==> config.mk <==
export PLATFORM = sky130hd
export DESIGN_NAME = memory_stage
export DESIGN_NICKNAME = d
export VERILOG_FILES = /design/src/rtl/memory_stage.sv
export SDC_FILE = /design/constraint.sdc
export NUM_CORES = 1
export LEC_CHECK = 0
export ABC_AREA = 0
export BUFFER_PORTS_ARGS = -buffer_cell sky130_fd_sc_hd__clkbuf_2
export CORE_ASPECT_RATIO = 2
export CORE_MARGIN = 5
export CORE_UTILIZATION = 55
export CTS_CLUSTER_SIZE = 10
export DETAILED_ROUTE_END_ITERATION = 10
export GPL_ROUTABILITY_DRIVEN = 0
export PLACE_DENSITY_LB_ADDON = 0.12
export SETUP_SLACK_MARGIN = 0.1
export SLEW_MARGIN = 20
export SYNTH_ARGS = -nofsm -noshare
export SYNTH_HDL_FRONTEND = slang
export SYNTH_SLANG_ARGS = --single-unit
==> constraint.sdc <==
create_clock -name clk -period 3.9 [get_ports clk]
set_input_delay 0.195 -clock clk [delete_from_list [all_inputs] [get_ports clk]]
set_output_delay 0.195 -clock clk [all_outputs]
set_load 0.01 [all_outputs]
==> src/rtl/memory_stage.sv <==
// MEM stage: EX/MEM register, data-memory handshake, load/store lane logic,
// and the MEM/WB register feeding writeback.
module memory_stage #(
  parameter int ADDR_W = 32,
  parameter int DATA_W = 32
) (
  input  logic              clk,
  input  logic              rst_n,
  input  logic              RegWriteE,
  input  logic [1:0]        ResultSrcE,
  input  logic              MemWriteE,
  input  logic [2:0]        funct3E,
  input  logic [31:0]       ALUResultE,
  input  logic [DATA_W-1:0] WriteDataE,
  input  logic [4:0]        RdE,
  input  logic [31:0]       PCPlus4E,
  input  logic              FlushM,
  output logic              dmem_req,
  output logic              dmem_we,
  output logic [ADDR_W-1:0] dmem_addr,
  output logic [DATA_W-1:0] dmem_wdata,
  output logic [3:0]        dmem_be,
  input  logic              dmem_gnt,
  input  logic              dmem_rvalid,
  input  logic [DATA_W-1:0] dmem_rdata,
  output logic              StallM,
  output logic              RegWriteW,
  output logic [1:0]        ResultSrcW,
  output logic [31:0]       ALUResultW,
  output logic [DATA_W-1:0] ReadDataW,
  output logic [4:0]        RdW,
  output logic [31:0]       PCPlus4W,
  output logic              MisalignW
);

  typedef enum logic {S_IDLE, S_WAIT} state_t;

  state_t            state;
  logic              rw_m;
  logic [1:0]        rs_m;
  logic              mw_m;
  logic [2:0]        f3_m;
  logic [31:0]       alu_m;
  logic [DATA_W-1:0] wd_m;
  logic [4:0]        rd_m;
  logic [31:0]       pc4_m;

  logic              is_store;
  logic              is_load;
  logic              misalign;
  logic [3:0]        be;
  logic [DATA_W-1:0] wdata;
  logic [7:0]        lane_b;
  logic [15:0]       lane_h;
  logic [DATA_W-1:0] load_data;

  assign is_store = mw_m;
  assign is_load  = (rs_m == 2'b01) & ~mw_m;
  assign misalign = (is_store | is_load) &
                    (((f3_m[1:0] == 2'b01) & alu_m[0]) |
                     ((f3_m[1:0] == 2'b10) & (|alu_m[1:0])));

  always_comb begin
    dmem_req = 1'b0;
    StallM   = 1'b0;
    unique case (state)
      S_IDLE: begin
        dmem_req = (is_store | is_load) & ~misalign;
        StallM   = dmem_req & ~(dmem_gnt & is_store);
      end
      S_WAIT: StallM = ~dmem_rvalid;
      default: ;
    endcase
  end

  always_comb begin
    be    = 4'b1111;
    wdata = wd_m;
    unique case (1'b1)
      f3_m[1:0] == 2'b00: begin
        be    = 4'b0001 << alu_m[1:0];
        wdata = {4{wd_m[7:0]}};
      end
      f3_m[1:0] == 2'b01: begin
        be    = 4'b0011 << alu_m[1:0];
        wdata = {2{wd_m[15:0]}};
      end
      default: ;
    endcase
  end

  assign dmem_we    = dmem_req & is_store;
  assign dmem_be    = dmem_we ? be : 4'b0000;
  assign dmem_wdata = wdata;
  assign dmem_addr  = {alu_m[ADDR_W-1:2], 2'b00};

  assign lane_b = dmem_rdata[{alu_m[1:0], 3'b000} +: 8];
  assign lane_h = dmem_rdata[{alu_m[1], 4'b0000} +: 16];

  always_comb begin
    load_data = dmem_rdata;
    unique case (1'b1)
      f3_m == 3'b000: load_data = {{24{lane_b[7]}}, lane_b};
      f3_m == 3'b100: load_data = {24'h0, lane_b};
      f3_m == 3'b001: load_data = {{16{lane_h[15]}}, lane_h};
      f3_m == 3'b101: load_data = {16'h0, lane_h};
      default: ;
    endcase
  end

  always_ff @(posedge clk) begin
    if (!rst_n) begin
      state      <= S_IDLE;
      rw_m       <= 1'b0;
      rs_m       <= 2'b00;
      mw_m       <= 1'b0;
      f3_m       <= 3'b000;
      alu_m      <= '0;
      wd_m       <= '0;
      rd_m       <= '0;
      pc4_m      <= '0;
      RegWriteW  <= 1'b0;
      ResultSrcW <= 2'b00;
      ALUResultW <= '0;
      ReadDataW  <= '0;
      RdW        <= '0;
      PCPlus4W   <= '0;
      MisalignW  <= 1'b0;
    end else begin
      if (!StallM) begin
        rw_m  <= RegWriteE & ~FlushM;
        rs_m  <= FlushM ? 2'b00 : ResultSrcE;
        mw_m  <= MemWriteE & ~FlushM;
        f3_m  <= funct3E;
        alu_m <= ALUResultE;
        wd_m  <= WriteDataE;
        rd_m  <= RdE;
        pc4_m <= PCPlus4E;
      end
      unique case (state)
        S_IDLE: if (dmem_req && dmem_gnt && is_load) state <= S_WAIT;
        S_WAIT: if (dmem_rvalid) state <= S_IDLE;
        default: state <= S_IDLE;
      endcase
      // stalled cycles hand writeback a bubble
      if (StallM) begin
        RegWriteW  <= 1'b0;
        ResultSrcW <= 2'b00;
        ALUResultW <= '0;
        ReadDataW  <= '0;
        RdW        <= '0;
        PCPlus4W   <= '0;
        MisalignW  <= 1'b0;
      end else begin
        RegWriteW  <= rw_m & ~misalign;
        ResultSrcW <= rs_m;
        ALUResultW <= alu_m;
        ReadDataW  <= (is_load & ~misalign) ? load_data : '0;
        RdW        <= rd_m;
        PCPlus4W   <= pc4_m;
        MisalignW  <= misalign;
      end
    end
  end

endmodule

; ---- Yosys cells after proc, flatten, opt, wreduce, memory -nomap -nowiden
; Index checks and enable logic that the tools add are counted.
[classes]
eq_ne = 6
shifts = 4
mux = 10
bitwise_logic = 22
reduce_logical = 7
[ops]
columns = op, n
row1 = 32-bit case mux with 4 select lines, 1
row2 = 32-bit case mux with 2 select lines, 1
row3 = 32-bit by 6-bit indexed part select with 16-bit output, 1
row4 = 32-bit by 6-bit indexed part select with 8-bit output, 1
row5 = 1-bit AND, 12
row6 = 1-bit inverter, 8
row7 = 4-bit case mux with 2 select lines, 1
row8 = 3-bit == test (second input constant), 2
row9 = 2-bit by 1-bit == test with 1-bit output (second input constant), 2
row10 = 4-bit 2-to-1 mux, 1
row11 = 1-bit case mux with 2 select lines, 2
row12 = 2-bit OR reduction, 2
row13 = 1-bit by 2-bit << shifter with 4-bit output (first input constant), 1
row14 = 2-bit by 2-bit << shifter with 4-bit output (first input constant), 1
row15 = 3-bit by 1-bit == test with 1-bit output (second input constant), 1
row16 = 3-bit zero test, 1
row17 = 1-bit 2-to-1 mux, 3
row18 = 3-bit OR reduction, 1
row19 = 2-bit == test (second input constant), 1
row20 = 1-bit logical AND, 2
row21 = 2-bit zero test, 1
row22 = 2-bit 2-to-1 mux, 1
row23 = 1-bit OR, 2
[word_totals]
register_bits = 214
input_bits = 145
output_inout_bits = 176
word_cells = 65

; ---- Depth between registers and ports, before layout
; Gate-level depths: netlist (run 1).
[depth]
depth_word = 11
ltp_mapped = 8
mapped_depth_nobuf = 4

; ---- Worst setup path before layout (run 1)
; OpenSTA, ideal clock, no wires.
[synth_path]
path_kind = register -> register
startpoint = register f3_m[0]
endpoint = register ALUResultW[18]
setup_ps = 113
arrival_time_ps = 1599
required_time_ps = 3787
path_slack_ps = 2188
path_stages_with_launch = 9
path_buffers = 4
synth_period_minus_slack_ps = 1712
path_cell_list = dfxtp_1 > buf_2 > and3b_1 > a211o_1 > buf_6 > o21ai_2 > buf_4 > buf_6 > nor2_1
[synth_between]
elab_chain_len = 9
elab_cells_between_ends = 11
classes_between = eq/ne (2) / mux (1) / bitwise (7) / reduce/logical (1)
[synth_rtl]
columns = item, line_no
row1 = from (decl), 42  ; logic [2:0] f3_m;
row2 = from (signal assigned), 134  ; f3_m <= funct3E;
row3 = 2-bit by 1-bit == test with 1-bit output or 2-bit == test (tied branches), "60, 61"
row4 = "1-bit AND, on equally long branches", "60, 61"
row5 = 1-bit OR *, 60  ; (((f3_m[1:0] == 2'b01) & alu_m[0]) |
row6 = 1-bit AND *, 59  ; assign misalign = (is_store | is_load) &
row7 = 1-bit inverter *, 68  ; dmem_req = (is_store | is_load) & ~misalign;
row8 = 1-bit AND *, 68
row9 = 1-bit AND *, 69  ; StallM = dmem_req & ~(dmem_gnt & is_store);
row10 = 1-bit case mux with 2 select lines *, 66  ; unique case (state)
row11 = 2-bit OR reduction (no line) *, n/a
row12 = to (signal assigned), 157  ; ALUResultW <= alu_m;
row13 = to (decl), 29  ; output logic [31:0] ALUResultW,
; Mark *: on every way between the ends. The rest lies on a longest branch, timed or not.
; A chain may end at the register's enable or synchronous reset.

; ---- Final worst setup path (run 1)
[layout_path]
startpoint = register f3_m[0]
endpoint = output port StallM
[layout_between]
elab_chain_len = 8
elab_cells_between_ends = 10
classes_between = eq/ne (2) / mux (1) / bitwise (7)
[layout_rtl]
columns = item, line_no
row1 = 2-bit by 1-bit == test with 1-bit output or 2-bit == test (tied branches), "60, 61"
row2 = "1-bit AND, on equally long branches", "60, 61"
row3 = 1-bit OR *, 60
row4 = 1-bit AND *, 59
row5 = 1-bit inverter *, 68
row6 = 1-bit AND *, 68
row7 = 1-bit AND *, 69
row8 = 1-bit case mux with 2 select lines *, 66
row9 = to (decl), 26  ; output logic StallM,
; Marked as above.

==> results of run 1 <==
-- state kept, by name, summed over array words and instances (netlist names), 2 cells and up --
signal,count
RdW,5
pc4_m,32
alu_m,32
f3_m,3
rd_m,5
rs_m,2
ALUResultW,32
wd_m,32
PCPlus4W,32
ReadDataW,32
ResultSrcW,2
-- power breakdown --
part,total [mW],internal (mW),switching (mW),leakage (nW)
clock,1.95,1.13,0.825,0.309
combinational,1.16,0.445,0.710,3.36
sequential,2.49,2.39,0.103,1.76
-- final cells by class --
class / count / share of cell area, %
diodes: 1 / 0.02070
clock inverters: 1 / 0.06211
flip-flops and latches: 214 / 35.46
multi-input cells: 885 / 39.58
inverters: 13 / 0.4037
well taps: 213 / 2.205
clock buffers: 26 / 5.207
repair buffers: 365 / 17.07
-- how the worst max path moves through the flow --
stage	startpoint	end	slack, ps	depth (start not counted)
final	f3_m[0]	StallM	850	5
after global routing	f3_m[0]	StallM	660	5
after CTS	f3_m[0]	StallM	790	5
after detailed placement	f3_m[0]	ALUResultW[23]	1300	5
after global placement	f3_m[0]	PCPlus4W[8]	1350	5
after floorplan	f3_m[0]	ALUResultW[18]	2190	8
-- routing by layer --
| layer | global-route usage (%) | routed length (µm) |
|---|---|---|
| met1 | 30.12 | 10820 |
| met3 | 4.892 | 2130 |
| met2 | 44.95 | 14630 |
| met5 | 0 | 0 |
| met4 | 12.61 | 1400 |
-- placed cells by master, fill, tap and decap left out, types with 14 or more instances in the layout --
| master | n |
|---|---|
| a21oi_1 | 137 |
| buf_4 | 14 |
| o311ai_0 | 65 |
| clkbuf_16 | 25 |
| nand2_1 | 246 |
| dfxtp_1 | 213 |
| mux2_2 | 20 |
| nor2_1 | 190 |
| clkbuf_2 | 317 |
| o311ai_1 | 39 |
| and3_1 | 106 |
| o21ai_0 | 17 |
| dlygate4sd3_1 | 30 |
-- kinds of logic after synthesis --
| family | synth area share (%) |
|---|---|
| and+or+nand+nor | 24.27 |
| AOI/OAI and AO/OA | 20.10 |
| DFF | 43.23 |
| buffers and inverters | 8.889 |
| xor gates and xnor gates | 0.08840 |
| muxes | 3.384 |
| other | 0.03784 |
-- stage by stage --
stage | power [mW] | hold slack, ps | std cells
floorplan | 3.318 | 320.8 | 1272
global placement | 3.632 | 405.8 | 1659
detailed placement | 3.660 | 414.4 | 1660
CTS | 5.637 | 2.304 | 1717
global route | 5.855 | 47.40 | 1718
finish | 5.596 | 18.57 | 1718
-- critical path, cell delays in order, from the launching register on --
cell      delay [ps]
dfxtp_1          680
and3b_1          270
a211o_4          600
o21ai_4          250
buf_4            330
clkbuf_2         200
-- Yosys cell counts (all sizes together) --
cell,count,share of area (%)
nand2b,2,0.13
a222oi,4,0.40
o21ba,3,0.30
a211o,1,0.088
buf,82,5.4
a2111oi,4,0.35
o21ai,18,0.95
a21oi,137,6.9
and3,106,6.7
or3b,1,0.088
o311ai,104,9.2
and3b,1,0.088
a21boi,1,0.076
nor3,2,0.10
conb,1,0.038
a221oi,5,0.44
nor2b,5,0.32
mux2i,11,1.1
xor2,1,0.088
nor2,190,7.2
clkbuf,78,3.0
dfxtp,214,43
nand3b,1,0.076
nand3,2,0.10
o22ai,1,0.063
a2bb2oi,3,0.27
o211ai,2,0.15
nor4b,1,0.088
nor3b,1,0.076
a32o,4,0.40
nand2,246,9.3
o2111a,1,0.11
o21a,1,0.076
mux2,20,2.3
inv,13,0.49
a211oi,4,0.30
-- repair_timing --
item | 4_1_cts | 5_1_grt
resized for setup | 0 | 0
hold buffers | 30 | 0
hold endpoints to repair | 30 | 0
==> results.py, run 1 <==
metrics = {
    "status": {
        "status": "complete, no violations",
    },
    "layout": {
        "layout.area.seq_um2": 4285,
        "fill_cells": 1528,
        "post-route-util_pct": 67.96,
        "area_delta_synth_final_pct": 21.97,
        "multi_input_area_um2": 4783,
        "final_nets": 1649,
        "finish.instance_area_um2": 12090,
        "drive_gt1_share_pct": 25.86,
    },
    "placement": {
        "dpl.hpwl_um": 18950,
        "pre_cts_ws_ps": 1296,
        "io_buffers": 318,
        "place_area_um2": 11150,
    },
    "routing": {
        "wl_per_cell_um": 16.87,
        "vias_per_cell": 5.775,
        "routed_wl_um": 28980,
        "dr.pass1.iters": 7,
        "vias": 9921,
        "antenna_left": 0,
        "first_iter_violations": 534,
        "drcViolationCount": 0,
    },
    "floorplan": {
        "start_util_pct": 55.72,
        "die_area_um2": 20960,
        "ioPinCount": 321,
        "coreArea_um2": 17780,
        "die_h_um": 199.8,
        "die_w_um": 104.9,
        "row_count": 69,
    },
    "timing": {
        "setup_ws_ps": 854.1,
        "fin_crit_ps": 3046,
        "min_period_over_period_pct": 78.10,
        "fmax_mhz": 328.3,
        "drv_slew": 0,
        "rsz0062_at_grt": "no",
        "worst_pin_slew_ps": 1059,
        "slew_headroom_pct": 29.38,
        "timing.final.hold_violations": 0,
        "setup_viol": 0,
        "fin_worst_skew_ps": 19.24,
        "tns_ps": 0,
    },
    "clock_tree": {
        "postCtsSetupRepairBufs": 0,
        "cts_buffer_depth": 3,
        "tritoncts": "done",
        "cts.htree.levels": 1,
        "clock_sinks": 214,
        "cts_root_buf": "clkbuf_16",
        "cts.clk_slew.worst_paths_ps": 60,
        "clk_latency_ps": 510,
        "cts_buffers": 25,
    },
    "run": {
        "cap_violations": 0,
    },
    "min_path": {
        "worstHoldStart": "dmem_rdata[9]",
        "hp-class": "primary input to flop",
        "hold_depth": 3,
        "min_to": "ReadDataW[9]",
    },
    "grt": {
        "grt_remaining_overflow": 0,
        "grt_pass1_vias": 9316,
        "track_usage_pct": 25.74,
        "grt_antenna_before_repair": 1,
        "grt_max_degree": 144,
        "grt_first_pass_wirelength_um": 45600,
    },
    "synth": {
        "syn_area_per_cell_um2": 7.797,
        "netlist_instances": 1271,
        "synth-seq-cells": 214,
        "synth_seq_area_share_pct": 43.23,
        "synth_cell_type_count": 42,
        "yosysWarnings": 0,
        "synth_area_um2": 9910,
    },
    "worst_setup_path": {
        "r2r_start": "f3_m[0]",
        "start_kind": "flop",
        "r2r_cells": 5,
        "cp_data_arrival_time_ps": 2850,
        "worstPathMaxFanout": 82,
        "endpoint_kind": "output port",
        "required_ps": 3700,
        "path_class": "flop to output port",
        "reg2reg_to": "PCPlus4W[11]",
        "rrSetupSlack_ps": 1310,
    },
    "power": {
        "vdd_drop_max_mv": 0.4598,
        "cellLeakagePower_nw": 5.434,
        "p_per_area_nw_per_um2": 463.0,
    },
}
(Power assumes the default switching activity.)
==> run 2, diff against run 1 <==
--- a/config.mk
+++ b/config.mk
@@ -5,11 +5,11 @@
 export SDC_FILE = /design/constraint.sdc
 export NUM_CORES = 1
 export LEC_CHECK = 0
-export ABC_AREA = 0
+export ABC_AREA = 1
 export BUFFER_PORTS_ARGS = -buffer_cell sky130_fd_sc_hd__clkbuf_2
 export CORE_ASPECT_RATIO = 2
 export CORE_MARGIN = 5
-export CORE_UTILIZATION = 55
+export CORE_UTILIZATION = 49
 export CTS_CLUSTER_SIZE = 10
 export DETAILED_ROUTE_END_ITERATION = 10
 export GPL_ROUTABILITY_DRIVEN = 0
==> constraint.sdc (replaced) <==
create_clock -name clk -period 3 [get_ports clk]
set_input_delay 0.15 -clock clk [delete_from_list [all_inputs] [get_ports clk]]
set_output_delay 0.15 -clock clk [all_outputs]
set_load 0.01 [all_outputs]
==> run 2 against run 1 <==
  * Area after synthesis fell by 15%
  * Largest cell class is now flip-flops and latches
  * Hold slack got worse by 3.3 ps
  * Global-route usage fell by 0.79 points
  * Synthesized cell count fell by 4.5%
  * Highest routed layer unchanged
  * Setup slack got worse by 510 ps
  * Cell area fell by 2.7%
  * Critical path depth rose by 3
  * Die area fell by 4.0%
  * Sequential power rose by 65%
  * Count of clock-buffer cells in the layout did not move
  * Register-to-register slack got worse by 730 ps
  * Flip-flop and latch count did not move
==> results.py, run 2 <==
metrics = {
    "worst_setup_path": {
        "path_class": "flop to output port",
        "cp-startpoint": "f3_m[1]",
        "worstPathMaxFanout": 24,
        "cp_data_arrival_time_ps": 2510,
        "start_kind": "flop",
        "endpoint_kind": "output port",
        "required_ps": 2850,
        "r2r_start": "f3_m[1]",
    },
    "timing": {
        "setup_viol": 0,
        "min_period_over_period_pct": 88.58,
        "drv_slew": 0,
        "slew_headroom_pct": 37.42,
        "fin_crit_ps": 2657,
        "tns_ps": 0,
        "fmax_mhz": 376.3,
        "rsz0062_at_grt": "no",
        "fin_worst_skew_ps": 12.32,
        "timing.final.hold_violations": 0,
        "worst_pin_slew_ps": 938.7,
        "hold_ws_ps": 15.30,
        "setup_ws_ps": 342.6,
    },
    "power": {
        "clockPowerShare_pct": 21.9,
        "cellLeakagePower_nw": 6.168,
        "finalPower_mw": 11.50,
        "combPwrFrac_pct": 42.5,
        "p_sw_mw": 4.662,
        "seq_power_share_pct": 35.6,
        "sw_frac_of_total_pct": 40.55,
        "p_int_mw": 6.836,
        "p_per_area_nw_per_um2": 978.0,
        "vdd_drop_max_mv": 0.6619,
    },
    "synth": {
        "netlist.area_leader.share_pct": 50.69,
        "synth_edf_count": 0,
        "synth_common_cells": "nor2_1 (364), nand2_1 (303), dfxtp_1 (214)",
        "synth_cell_type_count": 25,
        "synth_area_um2": 8452,
        "yosysWarnings": 0,
        "netlist_instances": 1214,
        "async_flop_share_pct": 0,
        "synth-seq-cells": 214,
        "synth.most_common_cell": "nor2_1",
        "ys_top_cells_by_area": "dfxtp_1 (51%), nor2_1 (16%), nand2_1 (13%)",
        "syn_area_per_cell_um2": 6.962,
        "synth_area_leader_cell": "dfxtp_1",
        "synth-main-ff-cell": "dfxtp_1",
        "synth_seq_area_share_pct": 50.69,
    },
    "layout": {
        "final_cells": 1808,
        "final_nets": 1743,
        "fill_cells": 1436,
        "area_delta_synth_final_pct": 39.10,
        "layout_common_cells": "nor2_1 (364), clkbuf_2 (317), nand2_1 (303), dfxtp_1 (213), inv_1 (142)",
        "layout_commonest_cell": "nor2_1",
        "diodes": 0,
        "layout.area.seq_um2": 4288,
        "post-route-util_pct": 68.74,
        "multi_input_area_um2": 3077,
        "drive_gt1_share_pct": 23.09,
        "finish.instance_area_um2": 11760,
    },
    "floorplan": {
        "die_area_um2": 20130,
        "die_h_um": 195.7,
        "ioPinCount": 321,
        "row_count": 68,
        "coreArea_um2": 17100,
        "start_util_pct": 49.42,
        "die_w_um": 102.9,
    },
    "clock_tree": {
        "cts.clk_slew.worst_paths_ps": 60,
        "cts.htree.levels": 1,
        "tritoncts": "done",
        "clk_latency_ps": 500,
        "cts_buffers": 25,
        "cts_buffer_depth": 3,
        "cts_root_buf": "clkbuf_16",
        "clock_sinks": 214,
    },
    "routing": {
        "wl_met1_um": 9513,
        "drcViolationCount": 0,
        "met3_length_um": 2223,
        "first_iter_violations": 325,
        "dr.pass1.iters": 6,
        "routed_wl_um": 25950,
        "vias_per_cell": 4.712,
        "routed-wl-met2_um": 13170,
        "vias": 8520,
        "wl_per_cell_um": 14.35,
        "antenna_left": 0,
        "maxUsedRoutingLayer": "met4",
    },
    "min_path": {
        "worstHoldStart": "ResultSrcE[0]",
        "hp-class": "primary input to flop",
    },
    "placement": {
        "dpl.hpwl_um": 16610,
        "place_inst": 1653,
        "pre_cts_ws_ps": 570.1,
        "place_area_um2": 9826,
        "io_buffers": 318,
    },
    "grt": {
        "track_usage_pct": 24.95,
        "grt_first_pass_wirelength_um": 40680,
        "grt_remaining_overflow": 0,
        "grt_pass1_vias": 8521,
        "grt_max_degree": 74,
        "grt_antenna_before_repair": 0,
    },
    "run": {
        "cap_violations": 0,
    },
    "status": {
        "status": "complete, no violations",
    },
}
## run 2: cell count changes after synthesis, moves of 20 or more
cell	delta
a21oi_1	-123
and3_1	-106
clkbuf_1	-59
inv_1	+129
mux2_2	-20
nand2_1	+57
nor2_1	+174
o21ai_0	+24
o311ai_0	-65
o311ai_1	-39
## run 2: cells by family after synthesis
group           after synthesis  share of synthesized area, %
compound gates               72                         4.885
other cells                   1                       0.04437
buf+inv                     244                         13.62
flops                       214                         50.69
simple gates                683                         30.76
## run 2: area by class of cell
type / instances / area share (%)
inverter: 145 / 4.630
multi-input combinational: 759 / 26.17
timing repair buffer: 453 / 25.07
tap: 210 / 2.235
clock buffer: 26 / 5.353
clock inverter: 1 / 0.06386
sequential: 214 / 36.47
## run 2: path summary, 6_finish.rpt
path,endpoint,slack [ps],cells past startpoint
worst min-delay path,rs_m[0],20,5
worst max register to register,ALUResultW[27],580,7
worst min register to register,PCPlus4W[4],430,2
worst max-delay path,StallM,340,8
## run 2: critical path: stages (launching register included)
cell and delay (ps):
dfxtp_4 470, inv_2 200, nand2_1 150, nor2_2 50
nor2_1 180, nand3_4 220, nand2_8 250, buf_4 290
clkbuf_2 180
## run 2: layer usage
layer,up-vias,global-route usage [%]
met2,345,44.84
met1,3823,28.10
met4,0,9.702
li1,4278,-
met3,74,5.089
met5,-,0
## run 2: power by group through the flow
stage	Combinational [mW]	Sequential, mW	Clock (mW)
floorplan	3.40	4.16	0
finish	4.88	4.10	2.52
CTS	4.87	4.09	2.59
global route	5.51	4.17	2.68
detailed placement	4.60	4.15	0
global placement	4.52	4.13	0
## run 2: timing repair
item	in CTS	in global routing
pin swaps	1	0
hold buffers	126	0
setup buffers	0	0
setup endpoints to repair	1	1
gates cloned	2	0
resized for setup	1	1
endpoints found under the hold margin	126	0
==> run 3, diff against run 2 <==
--- a/config.mk
+++ b/config.mk
@@ -9,7 +9,7 @@
 export BUFFER_PORTS_ARGS = -buffer_cell sky130_fd_sc_hd__clkbuf_2
 export CORE_ASPECT_RATIO = 2
 export CORE_MARGIN = 5
-export CORE_UTILIZATION = 49
+export CORE_UTILIZATION = 44
 export CTS_CLUSTER_SIZE = 10
 export DETAILED_ROUTE_END_ITERATION = 10
 export GPL_ROUTABILITY_DRIVEN = 0
==> constraint.sdc (replaced) <==
create_clock -name clk -period 2.4 [get_ports clk]
set_input_delay 0.12 -clock clk [delete_from_list [all_inputs] [get_ports clk]]
set_output_delay 0.12 -clock clk [all_outputs]
set_load 0.01 [all_outputs]
==> run 3 against run 2 <==
  * Hold slack better by 34 ps
  * Setup slack worse by 150 ps
  * Clock power up 28%
  * Global-route usage down 2.3 points
  * Via count down 1.1%
  * Total power up 28%
  * Core utilization down 4.4 points
  * Final cell count up 3.9%
  * Cell area up 3.1%
  * Non-clock buffer count up 24
  * Die area up 10%
  * Count of clock-buffer cells in the layout unchanged
==> results.py, run 3 (synthesized netlist as in run 2, its figures left out) <==
metrics = {
    "status": {
        "status": "complete, no violations",
    },
    "layout": {
        "fill_cells": 1707,
        "final_nets": 1766,
        "final_cells": 1879,
        "layout_common_cells": "nor2_1 (364), clkbuf_2 (317), nand2_1 (303), dfxtp_1 (212), inv_1 (142)",
        "drive_gt1_share_pct": 23.49,
        "post-route-util_pct": 64.35,
        "layout_commonest_cell": "nor2_1",
        "area_delta_synth_final_pct": 43.39,
        "finish.instance_area_um2": 12120,
    },
    "routing": {
        "antenna_left": 0,
        "first_iter_violations": 327,
        "vias": 8426,
        "dr.pass1.iters": 5,
        "wl_per_cell_um": 13.81,
        "routed_wl_um": 25950,
        "drcViolationCount": 0,
        "vias_per_cell": 4.484,
    },
    "clock_tree": {
        "cts_buffers": 25,
        "cts_root_buf": "clkbuf_16",
        "cts.clk_slew.worst_paths_ps": 50,
        "cts.htree.levels": 1,
        "clock_sinks": 214,
        "cts_buffer_depth": 3,
        "clk_latency_ps": 520,
        "tritoncts": "done",
    },
    "floorplan": {
        "ioPinCount": 321,
        "start_util_pct": 44.88,
        "die_area_um2": 22250,
        "die_w_um": 108,
        "die_h_um": 206,
        "coreArea_um2": 18830,
        "row_count": 71,
    },
    "worst_setup_path": {
        "cp_data_arrival_time_ps": 2090,
        "cp-startpoint": "f3_m[1]",
        "r2r_cells": 10,
        "path_class": "flop to output port",
        "start_kind": "flop",
        "rrSetupSlack_ps": 300,
        "required_ps": 2280,
        "crit_end": "StallM",
        "endpoint_kind": "output port",
        "r2r_start": "f3_m[1]",
        "reg2reg_to": "pc4_m[9]",
        "worstPathMaxFanout": 30,
    },
    "timing": {
        "tns_ps": 0,
        "min_period_over_period_pct": 92.12,
        "timing.final.hold_violations": 0,
        "drv_slew": 0,
        "setup_ws_ps": 189.2,
        "hold_ws_ps": 49.29,
        "slew_headroom_pct": 56.05,
        "fin_worst_skew_ps": 11.57,
        "worst_pin_slew_ps": 659.2,
        "setup_viol": 0,
        "fin_crit_ps": 2211,
        "rsz0062_at_grt": "no",
        "fmax_mhz": 452.3,
    },
    "placement": {
        "io_buffers": 318,
        "dpl.hpwl_um": 17410,
        "pre_cts_ws_ps": 451.6,
        "place_area_um2": 9980,
        "place_inst": 1706,
    },
    "min_path": {
        "hp-class": "primary input to flop",
    },
    "run": {
        "cap_violations": 0,
    },
    "grt": {
        "grt_antenna_before_repair": 2,
        "grt_pass1_vias": 8504,
        "grt_remaining_overflow": 0,
        "grt_first_pass_wirelength_um": 40650,
        "grt_max_degree": 60,
        "track_usage_pct": 22.63,
    },
    "power": {
        "cellLeakagePower_nw": 6.309,
        "finalPower_mw": 14.70,
        "vdd_drop_max_mv": 0.7383,
        "p_per_area_nw_per_um2": 1213,
    },
}
run 3: cell types whose count changed in the layout (fill, tap and decap cells not counted), moves of 2 or more:
cell	before	now
diode_2	0	2
buf_4	8	14
dlygate4sd3_1	126	140
dfxtp_2	0	2
buf_12	2	4
run 3: layout make-up:
type / count / area, µm² / share of cell area (%)
multi-input cells: 758 / 3074 / 25.37
clock buffers: 26 / 629.4 / 5.193
inverters: 145 / 544.3 / 4.491
flip-flops and latches: 214 / 4287 / 35.37
clock inverters: 2 / 27.53 / 0.2271
repair buffers: 477 / 3233 / 26.68
well taps: 255 / 319.1 / 2.633
diodes: 2 / 5.005 / 0.04130
run 3: critical path: stages (launching register included):
cell and delay, ps:
dfxtp_2 330, buf_4 200, nand2_1 110, nor2_1 40, nor2_1 200, nand3_4 210, nand2_8 140, buf_16 190
clkbuf_2 160
run 3: worst min-delay path by stage:
| stage | from | end | slack [ps] | cells after the start |
|---|---|---|---|---|
| after floorplan | ALUResultE[0] | alu_m[0] | 250 | 2 |
| after detailed placement | PCPlus4E[17] | pc4_m[17] | 350 | 3 |
| after CTS | dmem_rdata[7] | ReadDataW[7] | 40 | 5 |
| after global placement | PCPlus4E[21] | pc4_m[21] | 340 | 3 |
| after global routing | dmem_rdata[12] | ReadDataW[12] | 60 | 5 |
| final | dmem_rdata[7] | ReadDataW[7] | 50 | 5 |
run 3: power by group:
group,switching [mW],internal [mW]
clock network,1.38,1.85
registers,0.432,4.63
logic,4.06,2.34
run 3: timing repair:
action                     CTS  global route
gates cloned                 2             0
resized for setup            2             3
pin swaps                    1             1
setup endpoints to repair    1             6
hold buffers               140             0
hold endpoints to repair   138             0
setup buffers                1             0
run 3: metal layers:
layer  global-route usage [%]  vias up  share of wire, %
met5                        0        -                 0
met4                    11.47        0               5.2
met3                    4.345       79               6.1
met2                    43.30      296                54
met1                    22.61     3727                35
li1                         -     4324                 -
